### src/rtl/venus_pkg.sv
// rtl/venus_pkg.sv - shared widths, opcodes and decode helper for the venus core
package venus_pkg;
  localparam int WORD  = 32;
  localparam int W_OPR = 32;
  localparam int ADDR  = 8;

  typedef enum logic [5:0] {
    OP_NOP  = 6'h00,
    OP_ADD  = 6'h01,
    OP_SUB  = 6'h02,
    OP_AND  = 6'h03,
    OP_OR   = 6'h04,
    OP_XOR  = 6'h05,
    OP_SLL  = 6'h06,
    OP_SRL  = 6'h07,
    OP_ADDI = 6'h08,
    OP_LI   = 6'h09,
    OP_LD   = 6'h0A,
    OP_ST   = 6'h0B,
    OP_BEQ  = 6'h0C,
    OP_BNE  = 6'h0D,
    OP_JMP  = 6'h0E,
    OP_HLT  = 6'h3F
  } opcode_e;

  // Bit positions of the decoded-info vector carried from F to E
  localparam int W_INFO = 5;
  localparam int WRSV   = 0;
  localparam int BRF    = 1;
  localparam int LD     = 2;
  localparam int ST     = 3;
  localparam int HLT    = 4;

  function automatic logic [W_INFO-1:0] decode_info(input logic [5:0] op);
    logic [W_INFO-1:0] info;
    info = '0;
    case (op)
      OP_ADD, OP_SUB, OP_AND, OP_OR, OP_XOR,
      OP_SLL, OP_SRL, OP_ADDI, OP_LI: info[WRSV] = 1'b1;
      OP_LD: begin
        info[WRSV] = 1'b1;
        info[LD]   = 1'b1;
      end
      OP_ST:                  info[ST]  = 1'b1;
      OP_BEQ, OP_BNE, OP_JMP: info[BRF] = 1'b1;
      OP_HLT:                 info[HLT] = 1'b1;
      default: ;
    endcase
    return info;
  endfunction
endpackage

### src/rtl/venus_regfile.sv
// rtl/venus_regfile.sv - 16 x W_OPR register file, two async reads, one sync write
module venus_regfile #(
  parameter int W_OPR = 32
) (
  input  logic             clk,
  input  logic             resetn,
  input  logic [3:0]       ra_addr,
  output logic [W_OPR-1:0] ra_data,
  input  logic [3:0]       rb_addr,
  output logic [W_OPR-1:0] rb_data,
  input  logic             we,
  input  logic [3:0]       waddr,
  input  logic [W_OPR-1:0] wdata
);
  logic [W_OPR-1:0] regs_q [16];
  logic [W_OPR-1:0] regs_d [16];

  assign ra_data = regs_q[ra_addr];
  assign rb_data = regs_q[rb_addr];

  always_comb begin
    regs_d = regs_q;
    if (we) regs_d[waddr] = wdata;
  end

  always_ff @(posedge clk) begin
    if (!resetn) regs_q <= '{default: '0};
    else         regs_q <= regs_d;
  end
endmodule

### src/rtl/venus_core.sv
// rtl/venus_core.sv - two-stage in-order venus core: fetch/decode (F) then execute (E)
module venus_core #(
  parameter int WORD  = venus_pkg::WORD,
  parameter int W_OPR = venus_pkg::W_OPR,
  parameter int ADDR  = venus_pkg::ADDR
) (
  input  logic             clk,
  input  logic             reset,
  input  logic             stall_i,
  input  logic [WORD-1:0]  inst_i,
  output logic [ADDR-1:0]  inst_addr_o,
  output logic [ADDR-1:0]  ldst_addr_o,
  output logic [W_OPR-1:0] ldst_data_o,
  input  logic [W_OPR-1:0] ldst_data_i,
  output logic             ldst_write_o,
  output logic             hlt_o
);
  import venus_pkg::*;

  typedef struct packed {
    logic              valid;
    logic [ADDR-1:0]   pc;
    logic [5:0]        op;
    logic [W_INFO-1:0] info;
    logic [W_OPR-1:0]  opr0;
    logic [W_OPR-1:0]  opr1;
    logic [15:0]       imm;
    logic [3:0]        rd;
  } fe_t;

  logic [ADDR-1:0]  pc_q, pc_d;
  fe_t              fe_q, fe_d;
  logic             hlt_q, hlt_d;

  logic [5:0]       f_op;
  logic [3:0]       f_rd, f_rs;
  logic [W_OPR-1:0] rf_rd_data, rf_rs_data, f_opr0, f_opr1;

  logic [W_OPR-1:0] e_sext, e_result;
  logic [ADDR-1:0]  e_target, e_addr;
  logic             e_eq, e_taken, e_hlt, e_we;

  logic unused_inst;
  assign unused_inst = ^inst_i[17:16];

  assign f_op = inst_i[31:26];
  assign f_rd = inst_i[25:22];
  assign f_rs = inst_i[21:18];

  venus_regfile #(.W_OPR(W_OPR)) u_rf (
    .clk     (clk),
    .resetn  (reset),
    .ra_addr (f_rd),
    .ra_data (rf_rd_data),
    .rb_addr (f_rs),
    .rb_data (rf_rs_data),
    .we      (e_we),
    .waddr   (fe_q.rd),
    .wdata   (e_result)
  );

  // Kept apart from the ALU so the load path through external memory is not a block-level loop
  assign e_addr   = fe_q.opr1[ADDR-1:0] + fe_q.imm[ADDR-1:0];
  assign e_target = fe_q.pc + fe_q.imm[ADDR-1:0];

  always_comb begin
    e_sext   = {{(W_OPR-16){fe_q.imm[15]}}, fe_q.imm};
    e_eq     = (fe_q.opr0 == fe_q.opr1);
    e_result = fe_q.opr0;
    case (fe_q.op)
      OP_ADD:  e_result = fe_q.opr0 + fe_q.opr1;
      OP_SUB:  e_result = fe_q.opr0 - fe_q.opr1;
      OP_AND:  e_result = fe_q.opr0 & fe_q.opr1;
      OP_OR:   e_result = fe_q.opr0 | fe_q.opr1;
      OP_XOR:  e_result = fe_q.opr0 ^ fe_q.opr1;
      OP_SLL:  e_result = fe_q.opr0 << fe_q.opr1[4:0];
      OP_SRL:  e_result = fe_q.opr0 >> fe_q.opr1[4:0];
      OP_ADDI: e_result = fe_q.opr0 + e_sext;
      OP_LI:   e_result = e_sext;
      default: ;
    endcase
    if (fe_q.info[LD]) e_result = ldst_data_i;
    e_taken = fe_q.valid && fe_q.info[BRF] &&
              ((fe_q.op == OP_JMP) || (fe_q.op == OP_BEQ && e_eq) || (fe_q.op == OP_BNE && !e_eq));
    e_hlt   = fe_q.valid && fe_q.info[HLT];
    e_we    = fe_q.valid && fe_q.info[WRSV] && !stall_i && !hlt_q;
  end

  // The instruction in E is about to write, so F must see its result instead of the stale register
  always_comb begin
    f_opr0 = rf_rd_data;
    f_opr1 = rf_rs_data;
    if (e_we && (fe_q.rd == f_rd)) f_opr0 = e_result;
    if (e_we && (fe_q.rd == f_rs)) f_opr1 = e_result;
  end

  always_comb begin
    pc_d = pc_q + ADDR'(1);
    if (!reset)                            pc_d = '0;
    else if (stall_i || hlt_q || e_hlt)    pc_d = pc_q;
    else if (e_taken)                      pc_d = e_target;

    fe_d = fe_q;
    if (!stall_i) begin
      fe_d.valid = !(e_taken || e_hlt || hlt_q);
      fe_d.pc    = pc_q;
      fe_d.op    = f_op;
      fe_d.info  = decode_info(f_op);
      fe_d.opr0  = f_opr0;
      fe_d.opr1  = f_opr1;
      fe_d.imm   = inst_i[15:0];
      fe_d.rd    = f_rd;
    end

    hlt_d = hlt_q || (e_hlt && !stall_i);
  end

  always_ff @(posedge clk) begin
    if (!reset) begin
      pc_q  <= '0;
      fe_q  <= '0;
      hlt_q <= 1'b0;
    end else begin
      pc_q  <= pc_d;
      fe_q  <= fe_d;
      hlt_q <= hlt_d;
    end
  end

  assign inst_addr_o  = pc_d;
  assign ldst_addr_o  = reset ? e_addr : '0;
  assign ldst_data_o  = reset ? fe_q.opr0 : '0;
  assign ldst_write_o = reset && fe_q.valid && fe_q.info[ST] && !stall_i && !hlt_q;
  assign hlt_o        = hlt_q;
endmodule

### config.mk
export PLATFORM = sky130hd
export DESIGN_NAME = venus_core
export DESIGN_NICKNAME = d
export VERILOG_FILES = /design/src/rtl/venus_pkg.sv /design/src/rtl/venus_regfile.sv /design/src/rtl/venus_core.sv
export SDC_FILE = /design/constraint.sdc
export NUM_CORES = 2
export LEC_CHECK = 0
export ABC_AREA = 1
export CAP_MARGIN = 20
export CORE_MARGIN = 8
export CORE_UTILIZATION = 55
export CTS_BUF_LIST = sky130_fd_sc_hd__clkbuf_16
export DETAILED_ROUTE_END_ITERATION = 7
export HOLD_SLACK_MARGIN = 0.1
export PLACE_DENSITY_LB_ADDON = 0.3
export REMOVE_ABC_BUFFERS = 1
export SLEW_MARGIN = 10
export SYNTH_ARGS = -nofsm -noshare
export SYNTH_HDL_FRONTEND = slang
export SYNTH_SLANG_ARGS = --single-unit
### constraint.sdc
create_clock -name clk -period 4.2 [get_ports clk]
set_input_delay 0.84 -clock clk [delete_from_list [all_inputs] [get_ports clk]]
set_output_delay 0.84 -clock clk [all_outputs]
set_load 0.05 [all_outputs]
Yosys cells after proc, flatten, opt, wreduce, memory -nomap -nowiden. Cells that the tools add are included.

Register bits after elaboration: 625. Word-level logic and storage cells: 126.

Add/sub/neg operators: 6. Order comparisons: 4. Equal/unequal tests: 30. Shift-type cells: 2. Mux-type cells: 23. Bitwise logic cells: 6. Reductions and logical operators: 29.

Operators by type and width (count): 512-bit bitwise mux (1); 32-bit two-way mux (9); 32-bit one-hot mux with 9 select lines (1); 32-bit binary-select mux with 4-bit select (2); 32-bit demux with 4-bit select (1); 6-bit by 4-bit equality test with 1-bit output (second input constant) (12); 32-bit adder (2); 6-bit by 3-bit equality test with 1-bit output (second input constant) (8); 32-bit bitwise AND (1); 32-bit equality test (1); 8-bit two-way mux (4); 32-bit bitwise OR (1); 32-bit by 5-bit left shift with 32-bit output (1); 32-bit by 5-bit right shift with 32-bit output (1); 32-bit subtractor (1); 32-bit bitwise XOR (1); 6-bit by 2-bit equality test with 1-bit output (second input constant) (4); 8-bit adder (2); 1-bit logical AND (16); 5-bit >= comparator (second input constant) (3); 4-bit NOT with 5-bit output (3); 6-bit by 1-bit equality test with 1-bit output (second input constant) (2); 10-bit OR reduction (1); 8-bit by 1-bit adder with 8-bit output (second input constant) (1); other kinds (7) (21).

Longest topological paths before layout.
Depth in word-level cells: 8. Mapped depth: 25.

Hierarchy. Synthesis repeated with hierarchy kept, for this count alone.

Cell total of the unflattened synthesis: 7603. Area total of the unflattened synthesis: 44486.4 µm².

Modules (own cells, without submodules): venus_regfile (times used 1, cells each 4468, area an instance 27563.9 µm², sequential area each 10249.8 µm²); venus_core (times used 1, cells each 3135, area an instance 16922.5 µm², sequential area each 2262.2 µm²).

Worst setup path before layout. No wires, ideal clock.

Path kind: register to output. From: reg fe_q[23] (netlist bit). To: out inst_addr_o[2]. Arrival time: 3.359 ns. Data required time: 3.360 ns. Setup slack: 0.001 ns. Cell stages (with the launch flop): 16. Buffers on the path: 4. Cell sequence: dfxtp_1 -> clkbuf_1 -> inv_2 -> buf_2 -> buf_1 -> ha_1 -> inv_1 -> nand2_1 -> nor3_1 -> nand4_1 -> o311ai_2 -> nand2_1 -> buf_2 -> o21ai_1 -> nand2_1 -> a21oi_1.

Longest elaborated chain between the ends: 8. Elaborated cells on any way between the ends: 10.

RTL lines: start: declaration (line venus_core.sv:32) `fe_t fe_q, fe_d;`; start signal: assignment (line venus_core.sv:121) `fe_q <= '0;`; start signal: assignment (line venus_core.sv:125) `fe_q <= fe_d;`; 32-bit equality test (*) (line venus_core.sv:68) `e_eq = (fe_q.opr0 == fe_q.opr1);`; 1-bit logical AND / 1-bit logical NOT (equally long branches) (line venus_core.sv:84) `((fe_q.op == OP_JMP) || (fe_q.op == OP_BEQ && e_eq) || (fe_q.op == OP_BNE && !e_eq));`; 1-bit logical OR / 1-bit logical AND (equally long branches) (line venus_core.sv:84); 1-bit logical OR (*) (line venus_core.sv:84); 1-bit logical AND (*) (line venus_core.sv:83) `e_taken = fe_q.valid && fe_q.info[BRF] &&`; 8-bit two-way mux (*) (line venus_core.sv:101) `else if (e_taken) pc_d = e_target;`; 8-bit two-way mux (*) (line venus_core.sv:100) `else if (stall_i || hlt_q || e_hlt) pc_d = pc_q;`; 8-bit two-way mux (*) (line venus_core.sv:99) `if (!reset) pc_d = '0;`; end: declaration (line venus_core.sv:11) `output logic [ADDR-1:0] inst_addr_o,`.

Mark *: on every way between the ends. The rest lies on a longest branch, timed or not.

Worst setup path in the final report.
From: reg fe_q[24] (netlist bit). To: out inst_addr_o[2].

Same word-level chain as after synthesis.

==> metrics.csv <==
metric;value;unit
status;finished with violations;
violations;max-slew violations;
dp.cells;8456;
start_kind;flop;
antennaDiodeCount;0;
ys_async_sr_fraction;0;
grt_pass1_wl;278000;microns
synth_warnings;0;
start_util;0.552;
antenna_found_initial;3;
cp.required;3360;ps
gp_congestion;1.10;
critical_path_buf_inv_count;5;
finalHoldViolCount;0;
coreArea;81600;sq um
overflow;0;
dpl_worst_slack;136;ps
clock_sinks;625;
cts-root-buf;clkbuf_16;
synth-seq-area-share;0.278;
sw_frac_of_total;0.364;
intPower;10.7;mW
ant_nets;0;
hpwl;125000;microns
synth_compound_area_frac;0.291;
rrSetupSlack;240;ps
htreeDepth;3;
syn2layout_area_growth;11.8;%
grt_pass1_vias;45600;
synthXorXnorAreaFrac;0.00370;
drive_gt1_frac;0.0686;
cts_buffers;71;
synthSimpleGateAreaFrac;0.213;
hold_class;reg -> reg;
ir_drop;402;uV
tightest_slew;1540;ps
cts_tree;built;
synth-seq-cells;625;
crit_path_max_fanout;11;
powerDensity;334;nW/um^2
leakage;24.8;nW
synth-adder-area-share;0.0432;
period_needed;4150;ps
synth_top_family_by_area;compound AO/OA/AOI/OAI gates;
stdcell_count;8594;
num_vias;51600;
grt_max_degree;226;
portBuffers;114;
pwr-share-seq;0.363;
crit_arrival;3310;ps
synth_mux_area_frac;0.000222;
critical-path-top-delay-family;simple AND/OR/NAND/NOR gates;
synth-edff-count;0;
worst_path_max_delay_cell;o311ai_4;
rsz0062_at_grt;yes;
drv_cap;0;
syn_area_per_cell;5.93;sq um
grtUsageTotal;0.393;
syn_area;45000;sq um
ys.flop_type;dfxtp_1;
fin_crit_sh;0.987;
die_h;302;microns
criticalPathCategory;reg -> out;
synthCells;7584;
postCtsHoldBufs;0;
rows;105;
nNetsFinal;7688;
die-area;91200;sq um
maxSlewHeadroom;-0.0248;
finalWorstSetupSlack;54.9;ps
p_comb_frac;0.274;
remaining_drc_errors;0;
cp-end-kind;output port;
ctsLongestPathBuffers;3;
slowest_delay;420;ps
drv_slew;48;
clkLatencyLatePin;640;ps
clock_skew;32.4;ps
routedWlPerCell;21.9;microns
first_iter_violations;7937;
dr.pass1.iters;7;
viasPerCell;6.00;
crit_top_cell;nand2_1;
worstPathCellList;inv_2 > ha_2 > nor2_4 > nand2_1 > inv_1 > nand4_1 > o311ai_4 > nand2_1 > buf_6 > o21ai_1 > nand2_1 > a21oi_2 > buf_6 > buf_12;
die_x;302;microns
clk_pin_slew;60;ps
setup_viol;0;
power_switching;6.12;mW
synth.distinct_cells;48;
fmax;241;MHz
drt_wl_total;188000;microns
clkPwrFrac;0.362;
io_pins;117;
## worst paths after layout
kind | from | end | cells after the start
max reg2reg | fe_q[92]$_SDFFE_PN0N_ | fe_q[80]$_SDFFE_PN0N_ | 22
max | fe_q[24]$_SDFFE_PN0N_ | inst_addr_o[2] | 14
min | e_sext[11]$_SDFFE_PN0N_ | e_sext[11]$_SDFFE_PN0N_ | 2
min reg2reg | e_sext[11]$_SDFFE_PN0N_ | e_sext[11]$_SDFFE_PN0N_ | 2
## layout make-up
class | instances | area, sq um
Fill cell | 7999 | 31300
Sequential cell | 625 | 12600
Inverter | 1473 | 5560
Multi-Input combinational cell | 4945 | 25300
Timing Repair Buffer | 352 | 3400
Clock inverter | 58 | 427
Clock buffer | 71 | 1780
Tap cell | 1070 | 1340
## cell families after synthesis
logic type      Yosys count
compound gates         2591
simple gates           2181
buf+inv                2014
flops                   625
fa+ha+maj               153
xor+xnor                 19
mux                       1
## routing by layer
metal | wire length (microns) | vias to the layer above | global-route usage
met5 | 23 | - | 0
met4 | 11800 | 4 | 0.218
met3 | 22600 | 602 | 0.0758
met2 | 78700 | 3254 | 0.589
met1 | 74900 | 23300 | 0.528
li1 | - | 24400 | -
## metrics by stage
step	total power [mW]	hold slack (ps)	setup TNS [ps]	utilization	cell area (sq um)
final	16.8	475	0	0.617	50300
after global routing	17.4	508	-110	0.617	50300
after CTS	16.6	475	0	0.612	49900
after detailed placement	10.5	458	0	0.583	47600
after global placement	10.5	457	0	0.583	47600
after floorplan	8.61	442	-2198740	-	42800
## power groups by stage
| stage | sequential [mW] | clock [mW] | combinational, mW |
|---|---|---|---|
| floorplan | 6.27 | 0 | 2.35 |
| global placement | 6.23 | 0 | 4.28 |
| detailed placement | 6.24 | 0 | 4.29 |
| CTS | 6.11 | 6.09 | 4.36 |
| global route | 6.12 | 6.36 | 4.91 |
| finish | 6.11 | 6.09 | 4.62 |
## sequential cells by signal, summed over array words and instances (netlist names)
register / count
u_rf.regs_q: 512
hlt_o: 1
e_sext: 16
pc_q: 8
fe_q: 88
## timing repair
action                                  in CTS  in global routing
pin swaps                                    3                  8
gates resized for setup                     51                 73
setup buffers                                0                  9
endpoints found under the setup margin       9                114
## cells in the mapped netlist (2+ instances only)
| cell | instances | area [sq um] |
|---|---|---|
| inv_1 | 1463 | 5490 |
| a21oi_1 | 1277 | 6390 |
| o21ai_0 | 1073 | 5370 |
| nand2_1 | 975 | 3660 |
| nand3_1 | 839 | 4200 |
| dfxtp_1 | 625 | 12500 |
| clkbuf_1 | 423 | 1590 |
| nor2_1 | 237 | 890 |
| o21ai_1 | 187 | 936 |
| ha_1 | 149 | 1860 |
| buf_2 | 56 | 280 |
| buf_1 | 43 | 161 |
| nand4_1 | 37 | 231 |
| nor3_1 | 21 | 105 |
| nand2_2 | 19 | 119 |
| o211ai_1 | 18 | 135 |
| buf_4 | 16 | 120 |
| and2_1 | 15 | 93.8 |
| xor2_1 | 15 | 131 |
| nand3b_1 | 12 | 90.1 |
| or2_2 | 9 | 56.3 |
| a31oi_1 | 8 | 50.1 |
| inv_2 | 8 | 30.0 |
| o21bai_1 | 8 | 60.1 |
| o22ai_1 | 7 | 43.8 |
| and3_1 | 5 | 31.3 |
| fa_1 | 4 | 80.1 |
| nor4_1 | 4 | 25.0 |
| xnor2_1 | 4 | 35.0 |
| nor2_2 | 3 | 18.8 |
| a211oi_1 | 2 | 15.0 |
| a22oi_1 | 2 | 15.0 |
| clkbuf_2 | 2 | 10.0 |
| nand2_4 | 2 | 22.5 |
| o211a_1 | 2 | 20.0 |
| o21ai_2 | 2 | 17.5 |
## worst register-to-register path, delay by kind of cell (launching register included)
kind | cells | cell delay (ps)
simple gates | 16 | 2290
compound gates | 2 | 500
buf+inv | 3 | 470
flops | 1 | 400
fa+ha+maj | 1 | 260
## cell usage in the layout, fill, tap and decap left out, types with 9 or more instances in the layout
master,instances
nand3_1,838
nor2_1,219
nand2_1,959
clkinv_2,11
nand4_1,37
o21ai_1,189
o211ai_1,18
nor2_2,12
ha_1,122
o21ai_0,1070
buf_4,213
xor2_1,15
dfxtp_1,599
nand3b_1,12
dfxtp_4,9
nor3_1,20
clkdlybuf4s50_1,92
dfxtp_2,17
ha_4,21
a21oi_1,1276
clkinv_1,19
and2_1,15
clkbuf_16,71
nor2_4,9
buf_12,41
inv_1,1457
nand2_2,31
inv_2,23
or2_2,9
Power figures use the tool's default switching activity.
